`config.mk`:
```
export PLATFORM = sky130hd
export DESIGN_NAME = cia_tod_ctrl_flat
export DESIGN_NICKNAME = d
export VERILOG_FILES = /design/src/rtl/cia_tod_ctrl_pkg.sv /design/src/rtl/cia_tod_ctrl_if.sv /design/src/rtl/cia_edgedet.sv /design/src/rtl/cia_tod_gen.sv /design/src/rtl/cia_tod_ctrl.sv /design/src/flat_wrapper.sv
export SDC_FILE = /design/constraint.sdc
export NUM_CORES = 1
export LEC_CHECK = 0
export CORE_AREA = 2 2 101 103
export DETAILED_ROUTE_END_ITERATION = 6
export DIE_AREA = 0 0 103 105
export PLACE_DENSITY_LB_ADDON = 0.15
export SLEW_MARGIN = 40
export SYNTH_ARGS = -nofsm -noshare
export SYNTH_HDL_FRONTEND = slang
export SYNTH_SLANG_ARGS = --single-unit
```
`constraint.sdc`:
```
create_clock -name clk -period 3 [get_ports clk]
set_input_delay 0.6 -clock clk [delete_from_list [all_inputs] [get_ports clk]]
set_output_delay 0.6 -clock clk [all_outputs]
set_load 0.03 [all_outputs]
```
`src/rtl/cia_tod_ctrl_pkg.sv`:
```
// cia_tod_ctrl_pkg: shared types and default thresholds
// for the TOD mains-frequency controller.
package cia_tod_ctrl_pkg;

    typedef enum logic [1:0] {
        INVALID = 2'd0,
        C50     = 2'd1,
        C60     = 2'd2
    } tod_class_t;

    typedef enum logic {
        SEARCH = 1'b0,
        LOCKED = 1'b1
    } tod_fsm_t;

    localparam int unsigned DEF_P50_MIN    = 18000;
    localparam int unsigned DEF_P50_MAX    = 22000;
    localparam int unsigned DEF_P60_MIN    = 15000;
    localparam int unsigned DEF_LOCK_CNT   = 4;
    localparam int unsigned DEF_GEN_HALF50 = 9852;
    localparam int unsigned DEF_GEN_HALF60 = 8523;
    localparam int unsigned DEF_TMO_CNT    = 65534;

    function automatic tod_class_t classify(
        input logic [16:0] p,
        input logic [16:0] p50_min,
        input logic [16:0] p50_max,
        input logic [16:0] p60_min
    );
        tod_class_t c;
        c = INVALID;
        if (p >= p50_min && p <= p50_max)
            c = C50;
        else if (p >= p60_min && p < p50_min)
            c = C60;
        return c;
    endfunction

endpackage

```
`src/rtl/cia_tod_ctrl_if.sv`:
```
// cia_tod_ctrl_if: pad/register side bundle of the
// TOD frequency controller.
interface cia_tod_ctrl_if;
    logic        phi2_dn;
    logic        tod_pad;
    logic        cra_todin;
    logic        auto_en;
    logic        gen_en;
    logic        tod;
    logic        tod50hz;
    logic        locked;
    logic [15:0] period;

    modport master (
        output phi2_dn, tod_pad, cra_todin,
        output auto_en, gen_en,
        input  tod, tod50hz, locked, period
    );

    modport slave (
        input  phi2_dn, tod_pad, cra_todin,
        input  auto_en, gen_en,
        output tod, tod50hz, locked, period
    );
endinterface

```
`src/rtl/cia_edgedet.sv`:
```
// cia_edgedet: rising-edge detector sampled on an
// enable strobe.
module cia_edgedet (
    input  logic clk,
    input  logic res,
    input  logic i_en,
    input  logic i_d,
    output logic o_rise
);
    logic r_prev;

    always_ff @(posedge clk) begin
        if (res)
            r_prev <= 1'b0;
        else if (i_en)
            r_prev <= i_d;
    end

    assign o_rise = i_en & i_d & ~r_prev;
endmodule

```
`src/rtl/cia_tod_gen.sv`:
```
// cia_tod_gen: internal 50/60 Hz square wave for
// boards without a mains TOD line.
module cia_tod_gen #(
    parameter int unsigned HALF50 = 9852,
    parameter int unsigned HALF60 = 8523
) (
    input  logic clk,
    input  logic res,
    input  logic i_phi2_dn,
    input  logic i_en,
    input  logic i_sel50,
    output logic o_q
);
    localparam logic [15:0] L_R50 = 16'(HALF50 - 1);
    localparam logic [15:0] L_R60 = 16'(HALF60 - 1);

    logic [15:0] r_cnt;
    logic        r_q;
    logic [15:0] w_reload;

    assign w_reload = i_sel50 ? L_R50 : L_R60;

    // Idle keeps the counter at reload so enabling
    // yields a full first half-period.
    always_ff @(posedge clk) begin
        if (res || !i_en) begin
            r_cnt <= w_reload;
            r_q   <= 1'b0;
        end else if (i_phi2_dn) begin
            if (r_cnt == 16'd0) begin
                r_cnt <= w_reload;
                r_q   <= ~r_q;
            end else begin
                r_cnt <= r_cnt - 16'd1;
            end
        end
    end

    assign o_q = r_q;
endmodule

```
`src/rtl/cia_tod_ctrl.sv`:
```
// cia_tod_ctrl: measures the TOD period, locks onto
// 50/60 Hz and drives the tod50hz select.
module cia_tod_ctrl
    import cia_tod_ctrl_pkg::*;
#(
    parameter int unsigned P50_MIN    = DEF_P50_MIN,
    parameter int unsigned P50_MAX    = DEF_P50_MAX,
    parameter int unsigned P60_MIN    = DEF_P60_MIN,
    parameter int unsigned LOCK_CNT   = DEF_LOCK_CNT,
    parameter int unsigned GEN_HALF50 = DEF_GEN_HALF50,
    parameter int unsigned GEN_HALF60 = DEF_GEN_HALF60,
    parameter int unsigned TMO_CNT    = DEF_TMO_CNT
) (
    input logic           clk,
    input logic           res,
    cia_tod_ctrl_if.slave bus
);
    localparam logic [16:0] L_P50_MIN = 17'(P50_MIN);
    localparam logic [16:0] L_P50_MAX = 17'(P50_MAX);
    localparam logic [16:0] L_P60_MIN = 17'(P60_MIN);
    localparam logic [15:0] L_TMO     = 16'(TMO_CNT);
    localparam logic [2:0]  L_LOCK    = 3'(LOCK_CNT);

    logic        r_sync1, r_sync2;
    logic        r_gen_en_d, r_armed;
    logic [15:0] r_cnt, r_period;
    tod_fsm_t    r_state, w_state_nxt;
    tod_class_t  r_cand, w_cand_nxt, w_cls;
    logic [2:0]  r_streak, w_streak_nxt;
    logic [2:0]  r_miss, w_miss_nxt;
    logic        r_det50, w_det50_nxt;

    logic        w_gen_q, w_src, w_rise, w_gen_tgl;
    logic [16:0] w_p17, w_pc;
    logic [15:0] w_p;
    logic        w_tmo, w_edge_cls, w_cls_v;
    logic [2:0]  w_inc, w_miss_inc;
    logic        w_match, w_locked;

    cia_tod_gen #(
        .HALF50 (GEN_HALF50),
        .HALF60 (GEN_HALF60)
    ) u_gen (
        .clk       (clk),
        .res       (res),
        .i_phi2_dn (bus.phi2_dn),
        .i_en      (bus.gen_en),
        .i_sel50   (bus.cra_todin),
        .o_q       (w_gen_q)
    );

    always_ff @(posedge clk) begin
        if (res) begin
            r_sync1    <= 1'b0;
            r_sync2    <= 1'b0;
            r_gen_en_d <= 1'b0;
        end else begin
            r_sync1    <= bus.tod_pad;
            r_sync2    <= r_sync1;
            r_gen_en_d <= bus.gen_en;
        end
    end

    assign w_src     = bus.gen_en ? w_gen_q : r_sync2;
    assign w_gen_tgl = bus.gen_en ^ r_gen_en_d;

    cia_edgedet u_edge (
        .clk    (clk),
        .res    (res),
        .i_en   (bus.phi2_dn),
        .i_d    (w_src),
        .o_rise (w_rise)
    );

    assign w_p17      = {1'b0, r_cnt} + 17'd1;
    assign w_p        = w_p17[16] ? 16'hFFFF : w_p17[15:0];
    assign w_pc       = {1'b0, w_p};
    assign w_tmo      = bus.phi2_dn & ~w_rise
                      & (r_cnt == L_TMO);
    // A source switch restarts measurement: the next
    // edge only opens a fresh period.
    assign w_edge_cls = w_rise & r_armed & ~w_gen_tgl;
    assign w_cls_v    = w_edge_cls | w_tmo;
    assign w_cls      = w_tmo ? INVALID :
        classify(w_pc, L_P50_MIN, L_P50_MAX, L_P60_MIN);

    always_ff @(posedge clk) begin
        if (res) begin
            r_cnt    <= 16'd0;
            r_period <= 16'd0;
            r_armed  <= 1'b0;
        end else begin
            if (bus.phi2_dn) begin
                if (w_rise || w_tmo)
                    r_cnt <= 16'd0;
                else
                    r_cnt <= r_cnt + 16'd1;
            end
            if (w_edge_cls)
                r_period <= w_p;
            if (w_gen_tgl)
                r_armed <= 1'b0;
            else if (w_rise)
                r_armed <= 1'b1;
        end
    end

    always_ff @(posedge clk) begin
        if (res)
            r_state <= SEARCH;
        else
            r_state <= w_state_nxt;
    end

    always_ff @(posedge clk) begin
        if (res) begin
            r_cand   <= INVALID;
            r_streak <= 3'd0;
            r_miss   <= 3'd0;
            r_det50  <= 1'b0;
        end else begin
            r_cand   <= w_cand_nxt;
            r_streak <= w_streak_nxt;
            r_miss   <= w_miss_nxt;
            r_det50  <= w_det50_nxt;
        end
    end

    assign w_inc      = (w_cls == r_cand) ?
                        r_streak + 3'd1 : 3'd1;
    assign w_miss_inc = r_miss + 3'd1;
    assign w_match    = (w_cls == C50 &&  r_det50)
                      | (w_cls == C60 && !r_det50);

    always_comb begin
        w_state_nxt  = r_state;
        w_cand_nxt   = r_cand;
        w_streak_nxt = r_streak;
        w_miss_nxt   = r_miss;
        w_det50_nxt  = r_det50;
        if (w_cls_v) begin
            unique case (r_state)
                SEARCH: begin
                    if (w_cls == INVALID) begin
                        w_streak_nxt = 3'd0;
                    end else begin
                        w_cand_nxt   = w_cls;
                        w_streak_nxt = w_inc;
                        if (w_inc == L_LOCK) begin
                            w_state_nxt = LOCKED;
                            w_det50_nxt = (w_cls == C50);
                            w_miss_nxt  = 3'd0;
                        end
                    end
                end
                LOCKED: begin
                    if (w_match) begin
                        w_miss_nxt = 3'd0;
                    end else if (w_miss_inc == L_LOCK) begin
                        w_state_nxt  = SEARCH;
                        w_streak_nxt = 3'd0;
                        w_miss_nxt   = 3'd0;
                    end else begin
                        w_miss_nxt = w_miss_inc;
                    end
                end
                default: ;
            endcase
        end
    end

    always_comb begin
        w_locked    = (r_state == LOCKED);
        bus.locked  = w_locked;
        bus.tod50hz = (bus.auto_en & w_locked) ?
                      r_det50 : bus.cra_todin;
        bus.tod     = w_src;
        bus.period  = r_period;
    end
endmodule

```
`src/flat_wrapper.sv`:
```
// flat-port wrapper written by rule: the top's interface ports become plain ports
module cia_tod_ctrl_flat import cia_tod_ctrl_pkg::*;
#(
    parameter int unsigned P50_MIN    = DEF_P50_MIN,
    parameter int unsigned P50_MAX    = DEF_P50_MAX,
    parameter int unsigned P60_MIN    = DEF_P60_MIN,
    parameter int unsigned LOCK_CNT   = DEF_LOCK_CNT,
    parameter int unsigned GEN_HALF50 = DEF_GEN_HALF50,
    parameter int unsigned GEN_HALF60 = DEF_GEN_HALF60,
    parameter int unsigned TMO_CNT    = DEF_TMO_CNT
)
  (clk, res, bus_phi2_dn, bus_tod_pad, bus_cra_todin, bus_auto_en, bus_gen_en, bus_tod, bus_tod50hz, bus_locked, bus_period);
  cia_tod_ctrl_if bus_i ();
  input logic clk;
  input logic res;
  input wire logic [$bits(bus_i.phi2_dn)-1:0] bus_phi2_dn;
  input wire logic [$bits(bus_i.tod_pad)-1:0] bus_tod_pad;
  input wire logic [$bits(bus_i.cra_todin)-1:0] bus_cra_todin;
  input wire logic [$bits(bus_i.auto_en)-1:0] bus_auto_en;
  input wire logic [$bits(bus_i.gen_en)-1:0] bus_gen_en;
  output wire logic [$bits(bus_i.tod)-1:0] bus_tod;
  output wire logic [$bits(bus_i.tod50hz)-1:0] bus_tod50hz;
  output wire logic [$bits(bus_i.locked)-1:0] bus_locked;
  output wire logic [$bits(bus_i.period)-1:0] bus_period;
  assign bus_i.phi2_dn = bus_phi2_dn;
  assign bus_i.tod_pad = bus_tod_pad;
  assign bus_i.cra_todin = bus_cra_todin;
  assign bus_i.auto_en = bus_auto_en;
  assign bus_i.gen_en = bus_gen_en;
  assign bus_tod = bus_i.tod;
  assign bus_tod50hz = bus_i.tod50hz;
  assign bus_locked = bus_i.locked;
  assign bus_period = bus_i.period;
  cia_tod_ctrl #(.P50_MIN(P50_MIN), .P50_MAX(P50_MAX), .P60_MIN(P60_MIN), .LOCK_CNT(LOCK_CNT), .GEN_HALF50(GEN_HALF50), .GEN_HALF60(GEN_HALF60), .TMO_CNT(TMO_CNT)) u_core (.clk(clk), .res(res), .bus(bus_i));
endmodule
```
==> flow_summary.json, run 1 <==
{
  "outcome": "complete, but fails checks",
  "violations": "negative setup slack",
  "overflow": 0,
  "syn_nets": 462,
  "worstMarginPinSlew_ns": 0.649,
  "ios": 26,
  "synthArstFlopShare_pct": 0,
  "slew_headroom_pct": 56.6,
  "die_w_microns": 103,
  "vdd_drop_max_uv": 164,
  "cts_buffer_depth": 2,
  "power_uw": 1860,
  "p_leak_uw": 0.00185,
  "synthFlopType": "dfxtp_1",
  "clock_latency_ns": 0.36,
  "grtUsageTotal_pct": 19.1,
  "wirelength_microns": 10600,
  "start_kind": "register",
  "postCtsHoldBufs": 0,
  "worstPathArrival_ns": 3.29,
  "drive_above_1_share_pct": 25.4,
  "antenna_cells": 0,
  "setup_viol": 3,
  "die_area_sq_um": 10800,
  "hold_viol": 0,
  "antenna_found_initial": 0,
  "hp-start": "u_core.bus.period[8]",
  "floorplan.initialDensity_pct": 39.6,
  "place_area_sq_um": 4490,
  "cts_tree": "yes",
  "cp_data_required_time_ns": 3.25,
  "r2r-start": "u_core.r_cnt[0]",
  "avgSynthCellArea_sq_um": 8.52,
  "critical_path_class": "reg -> reg",
  "synth_edf_count": 16,
  "yosysSeqAreaShare_pct": 37.8,
  "drt-vias-per-instance": 5.48,
  "end_kind": "register",
  "finalClockSkew_ns": 0.0102,
  "max_freq_ghz": 0.329,
  "r2r_cells": 11,
  "max-cap-violations": 0,
  "grt_pass1_wl_microns": 16200,
  "grt_pass1_vias": 3271,
  "fin_area_sq_um": 5020,
  "netlist_instances": 448,
  "rows": 36,
  "htreeDepth": 3,
  "routabilityCongestion": 0.939,
  "setup_slack_ns": -0.0398,
  "ys.warnings.count": 0,
  "place_hpwl_microns": 7150,
  "first_iter_violations": 212,
  "num_vias": 3594,
  "final_common_cell": "nor2_1",
  "io_buffer_count": 25,
  "final_antenna_net_count": 0,
  "pre_cts_slack_ns": -0.0554,
  "cts-root-buf": "clkbuf_8",
  "final_nets": 532,
  "fp.dieH_microns": 105,
  "ys_seq_elements": 64,
  "area_growth_pct": 31.6,
  "clock-sinks": 64,
  "finalCritPeriodShare_pct": 101,
  "synth_cell_types": 65,
  "wire_per_inst_microns": 16.1,
  "final_cell_mix": "nor2_1 (63), buf_4 (61), nand2_1 (35), dfxtp_1 (35), clkdlybuf4s50_1 (25)",
  "fp.coreArea_sq_um": 9640,
  "startpoint": "u_core.r_cnt[0]",
  "hp-class": "reg -> reg",
  "grt_max_degree": 37,
  "drv_slew": 0,
  "cts_buffers": 9,
  "holdPathStages": 2,
  "cp_max_fo": 6,
  "dr.pass1.iters": 5,
  "drc_errors": 0,
  "syn-cell-area_sq_um": 3820,
  "cts.clk_slew.worst_paths_ns": 0.08,
  "hold_ws_ns": 0.453,
  "p_per_area_nw_per_um2": 370,
  "fin_crit_ns": 3.04
}
## flip-flops by register name, indices dropped and copies added, names as in the netlist
signal	cells
u_core.bus.locked	1
u_core.bus.period	16
u_core.r_armed	1
u_core.r_cand	2
u_core.r_cnt	16
u_core.r_det50	1
u_core.r_gen_en_d	1
u_core.r_miss	3
u_core.r_streak	3
u_core.r_sync1	1
u_core.r_sync2	1
u_core.u_edge.r_prev	1
u_core.u_gen.o_q	1
u_core.u_gen.r_cnt	16
## Yosys cell counts (3+ instances only)
cell | count | area share, %
and2_1 | 3 | 0.49
a31oi_1 | 7 | 1.1
and3_1 | 7 | 1.1
inv_1 | 12 | 1.2
a21oi_1 | 22 | 2.9
nand2_1 | 36 | 3.5
mux2i_1 | 4 | 1.0
clkbuf_1 | 21 | 2.1
ha_1 | 7 | 2.3
nand2b_1 | 9 | 1.5
a311oi_1 | 6 | 1.4
a211oi_1 | 6 | 1.2
nor2b_1 | 6 | 0.98
edfxtp_1 | 16 | 13
o211ai_1 | 4 | 0.79
xnor2_1 | 20 | 4.6
nand4_1 | 6 | 0.98
xor2_1 | 9 | 2.1
o2bb2ai_1 | 3 | 0.69
a22oi_1 | 9 | 1.8
buf_2 | 6 | 0.79
nor4_1 | 9 | 1.5
a32o_1 | 3 | 0.79
o21ai_0 | 19 | 2.5
nor2_1 | 63 | 6.2
nand3_1 | 13 | 1.7
nor3_1 | 14 | 1.8
and4_1 | 5 | 1.1
dfxtp_1 | 48 | 25
a21boi_0 | 3 | 0.59
## path summary, 6_finish.rpt
check                         end  slack [ns]
min reg2reg  u_core.bus.period[8]        0.45
max reg2reg    u_core.r_streak[2]       -0.04
max            u_core.r_streak[2]       -0.04
min          u_core.bus.period[8]        0.45
## logic make-up (layout without fill, tap and decap cells)
group	after synthesis	count (layout)	share of synthesized area (%)
AO/OA/AOI/OAI	105	105	19.9
buffers and inverters	44	117	5.15
AND/OR/NAND/NOR	193	195	26.6
flip-flops	64	64	37.8
adder cells (fa/ha/maj)	7	7	2.29
XOR/XNOR	29	29	6.65
multiplexers	6	6	1.64
## worst max-delay path, cell delays in order, from the launching register on
cell and delay [ns]:
dfxtp_2 0.37, ha_4 0.17, nand3_4 0.13, buf_4 0.17, nor4_1 0.38, a211oi_1 0.12
a211oi_1 0.27, mux2_2 0.41, o21ai_4 0.19, o22ai_2 0.12, o31a_1 0.33, a32o_1 0.28
## layout make-up
type | count | area (sq um)
inverter | 12 | 45.0
fill | 913 | 4620
multi-input combinational | 342 | 2370
tap | 133 | 166
clock inverter | 6 | 71.3
timing repair buffer | 89 | 751
sequential | 64 | 1470
clock buffer | 10 | 149
## repair_timing
item / CTS / global route
buffers inserted: 0 / 10
resized for setup: 7 / 46
pin swaps: 2 / 19
gates cloned: 0 / 2
setup endpoints to repair: 8 / 10
## through the flow
stage	setup TNS (ns)	utilization [%]	instances
finish	-0.0653	52.1	656
global route	-0.576	52.1	656
CTS	-0.00827	49.2	644
detailed placement	-0.141	46.6	628
global placement	-0.0342	46.6	628
floorplan	0	-	448
## layer usage
metal	up-vias	part of all wire, %	track usage [%]
met5	-	0	0
met4	0	2.9	6.39
met3	26	5.2	5.15
met2	117	48	30.1
met1	1682	44	24.9
li1	1769	-	-
## where the power goes
part | internal [uW] | leakage [uW] | total, uW | switching (uW)
sequential | 900 | 0.000558 | 918 | 18.0
clock | 443 | 0.000105 | 830 | 387
combinational | 45.1 | 0.00119 | 113 | 67.8
Power figures use the tool's default switching activity.
==> run 2, diff against run 1 <==
SLEW_MARGIN = 20   (was 40)
==> results of run 2 <==
The final DEF is identical to that of run 1; final timing and power are the same.
==> run 3, diff against run 2 <==
CORE_AREA = 5 5 104 106   (was 2 2 101 103)
DIE_AREA = 0 0 109 111   (was 0 0 103 105)
==> run 3 against run 2 <==
Net effect: the run now ends clean; critical endpoint is now u_core.r_streak[0]; worst hold slack worse by 0.00076 ns; largest cell class unchanged; die area up 12%; power increased by 0.50%; largest power group unchanged; sequential power about the same; wire length down 3.5%; register-to-register slack gained 0.09 ns.
==> flow_summary.json, run 3 (same netlist as run 1, synthesis figures left out) <==
{
  "outcome": "finished clean",
  "p_switching_uw": 453,
  "setup_slack_ns": 0.0536,
  "clock_latency_ns": 0.35,
  "postCtsHoldBufs": 0,
  "worstMarginPinSlew_ns": 0.954,
  "r2r_cells": 12,
  "critical-path-max-stage-delay_ns": 0.40,
  "hp-start": "u_core.r_sync1",
  "worstPathArrival_ns": 3.20,
  "drive_above_1_share_pct": 24.8,
  "grt_max_degree": 37,
  "antenna_found_initial": 0,
  "setup_viol": 0,
  "htreeDepth": 3,
  "hp-class": "reg -> reg",
  "num_vias": 3549,
  "cts_buffers": 9,
  "pwr-share-comb_pct": 6.1,
  "final_cell_mix": "buf_4 (67), nor2_1 (63), dfxtp_1 (43)",
  "fp.dieH_microns": 111,
  "p_leak_uw": 0.00186,
  "max_freq_ghz": 0.339,
  "first_iter_violations": 233,
  "wirelength_microns": 10200,
  "r2r-start": "u_core.r_cnt[2]",
  "intPower_uw": 1420,
  "max-cap-violations": 0,
  "final_nets": 541,
  "cts-root-buf": "clkbuf_8",
  "pre_cts_slack_ns": 0.00179,
  "power_frac_seq_pct": 49.1,
  "die_area_sq_um": 12100,
  "drc_errors": 0,
  "holdPathStages": 1,
  "slew_headroom_pct": 36.4,
  "final_antenna_net_count": 0,
  "end_kind": "register",
  "fin_crit_ns": 2.95,
  "routabilityCongestion": 0.848,
  "finalClockSkew_ns": 0.0126,
  "overflow": 0,
  "worstHoldEndpoint": "u_core.r_sync2",
  "rrSetupSlack_ns": 0.05,
  "post-place-cells": 633,
  "antenna_cells": 0,
  "power_uw": 1870,
  "clock-sinks": 64,
  "cts.clk_slew.worst_paths_ns": 0.08,
  "finalCritPeriodShare_pct": 98.2,
  "hold_viol": 0,
  "cp_max_fo": 6,
  "cts_tree": "yes",
  "rows": 36,
  "crit_chain": "buf_6, buf_4, and4_1, nand2b_1, o211ai_1, a311o_1, a221oi_2, nand3_2, o32ai_4, buf_6, nand2_2, a32o_1",
  "r2r-end": "u_core.r_streak[0]",
  "cts_buffer_depth": 2,
  "dr.pass1.iters": 7,
  "drt-vias-per-instance": 5.34,
  "io_buffer_count": 25,
  "critical_path_class": "reg -> reg",
  "floorplan.initialDensity_pct": 39.4,
  "area_growth_pct": 31.5,
  "wire_per_inst_microns": 15.4,
  "start_kind": "register",
  "pwr-share-clk_pct": 44.7,
  "drv_slew": 0,
  "fin_util_pct": 51.8,
  "swShare_pct": 24.2,
  "hold_ws_ns": 0.452,
  "rsz0062_at_grt": "true",
  "cp_slowest_cell": "a311o_1",
  "vdd_drop_max_uv": 231,
  "p_per_area_nw_per_um2": 372,
  "final_common_cell": "buf_4",
  "grtUsageTotal_pct": 17.1,
  "stdcell_count": 665,
  "cp_data_required_time_ns": 3.25,
  "worst-path-buf-inv": 3,
  "grt_pass1_vias": 3271,
  "grt_pass1_wl_microns": 16400,
  "place_hpwl_microns": 7220,
  "path_delay_family": "compound AO/OA/AOI/OAI gates",
  "die_w_microns": 109,
  "fp.coreArea_sq_um": 9680,
  "ios": 26,
  "cp_common_cell": "buf_6"
}
## run 3: cell count changes in the layout (fill, tap and decap cells not counted), moves of 3 or more
cell,previous run,this run
dfxtp_2,9,3
buf_6,2,8
inv_6,3,0
nor3_2,1,4
buf_4,61,67
dfxtp_1,35,43
## run 3: layout make-up
cell class / count / area [sq um]
fill: 900 / 4660
multi-input combinational: 340 / 2290
sequential: 64 / 1450
timing repair buffer: 100 / 843
tap: 133 / 166
clock buffer: 9 / 124
clock inverter: 7 / 96.3
inverter: 12 / 45.0
## run 3: power by group through the flow
stage | clock network (uW) | registers, uW | logic [uW]
6_report | 836 | 919 | 115
5_1_grt | 899 | 921 | 127
4_1_cts | 855 | 920 | 110
3_5_place_dp | 0 | 939 | 109
3_3_place_gp | 0 | 939 | 109
2_1_floorplan | 0 | 937 | 67.1
## run 3: repair_timing
action,4_1_cts,5_1_grt
pin swaps,2,13
hold endpoints to repair,0,0
gates resized for setup,3,35
endpoints found under the setup margin,3,10
setup buffers,0,17
## run 3: stage by stage
stage	instance area (sq um)	setup TNS [ns]
3_5_place_dp	4530	0
2_1_floorplan	3820	0
5_1_grt	5020	-0.155
6_report	5020	0
4_1_cts	4770	0
3_3_place_gp	4530	0
## run 3: routing by layer
metal,wire (microns),vias to the layer above,GRT usage [%],part of all wire (%)
met5,0,-,0,0
met3,392,19,3.15,3.8
li1,-,1784,-,-
met1,4670,1685,22.8,46
met2,5000,61,26.6,49
met4,157,0,7.41,1.5
## run 3: worst max path at each step
stage / startpoint / slack (ns) / cells after the start / to
after floorplan: u_core.r_cnt[1] / 0.03 / 12 / u_core.r_streak[2]
after global placement: u_core.r_cnt[0] / 0.05 / 11 / u_core.r_streak[0]
after detailed placement: u_core.r_cnt[0] / 0.002 / 13 / u_core.r_streak[0]
after CTS: u_core.r_cnt[6] / 0.01 / 10 / u_core.r_streak[0]
after global routing: u_core.r_cnt[2] / -0.06 / 14 / u_core.r_streak[0]
final: u_core.r_cnt[2] / 0.05 / 12 / u_core.r_streak[0]
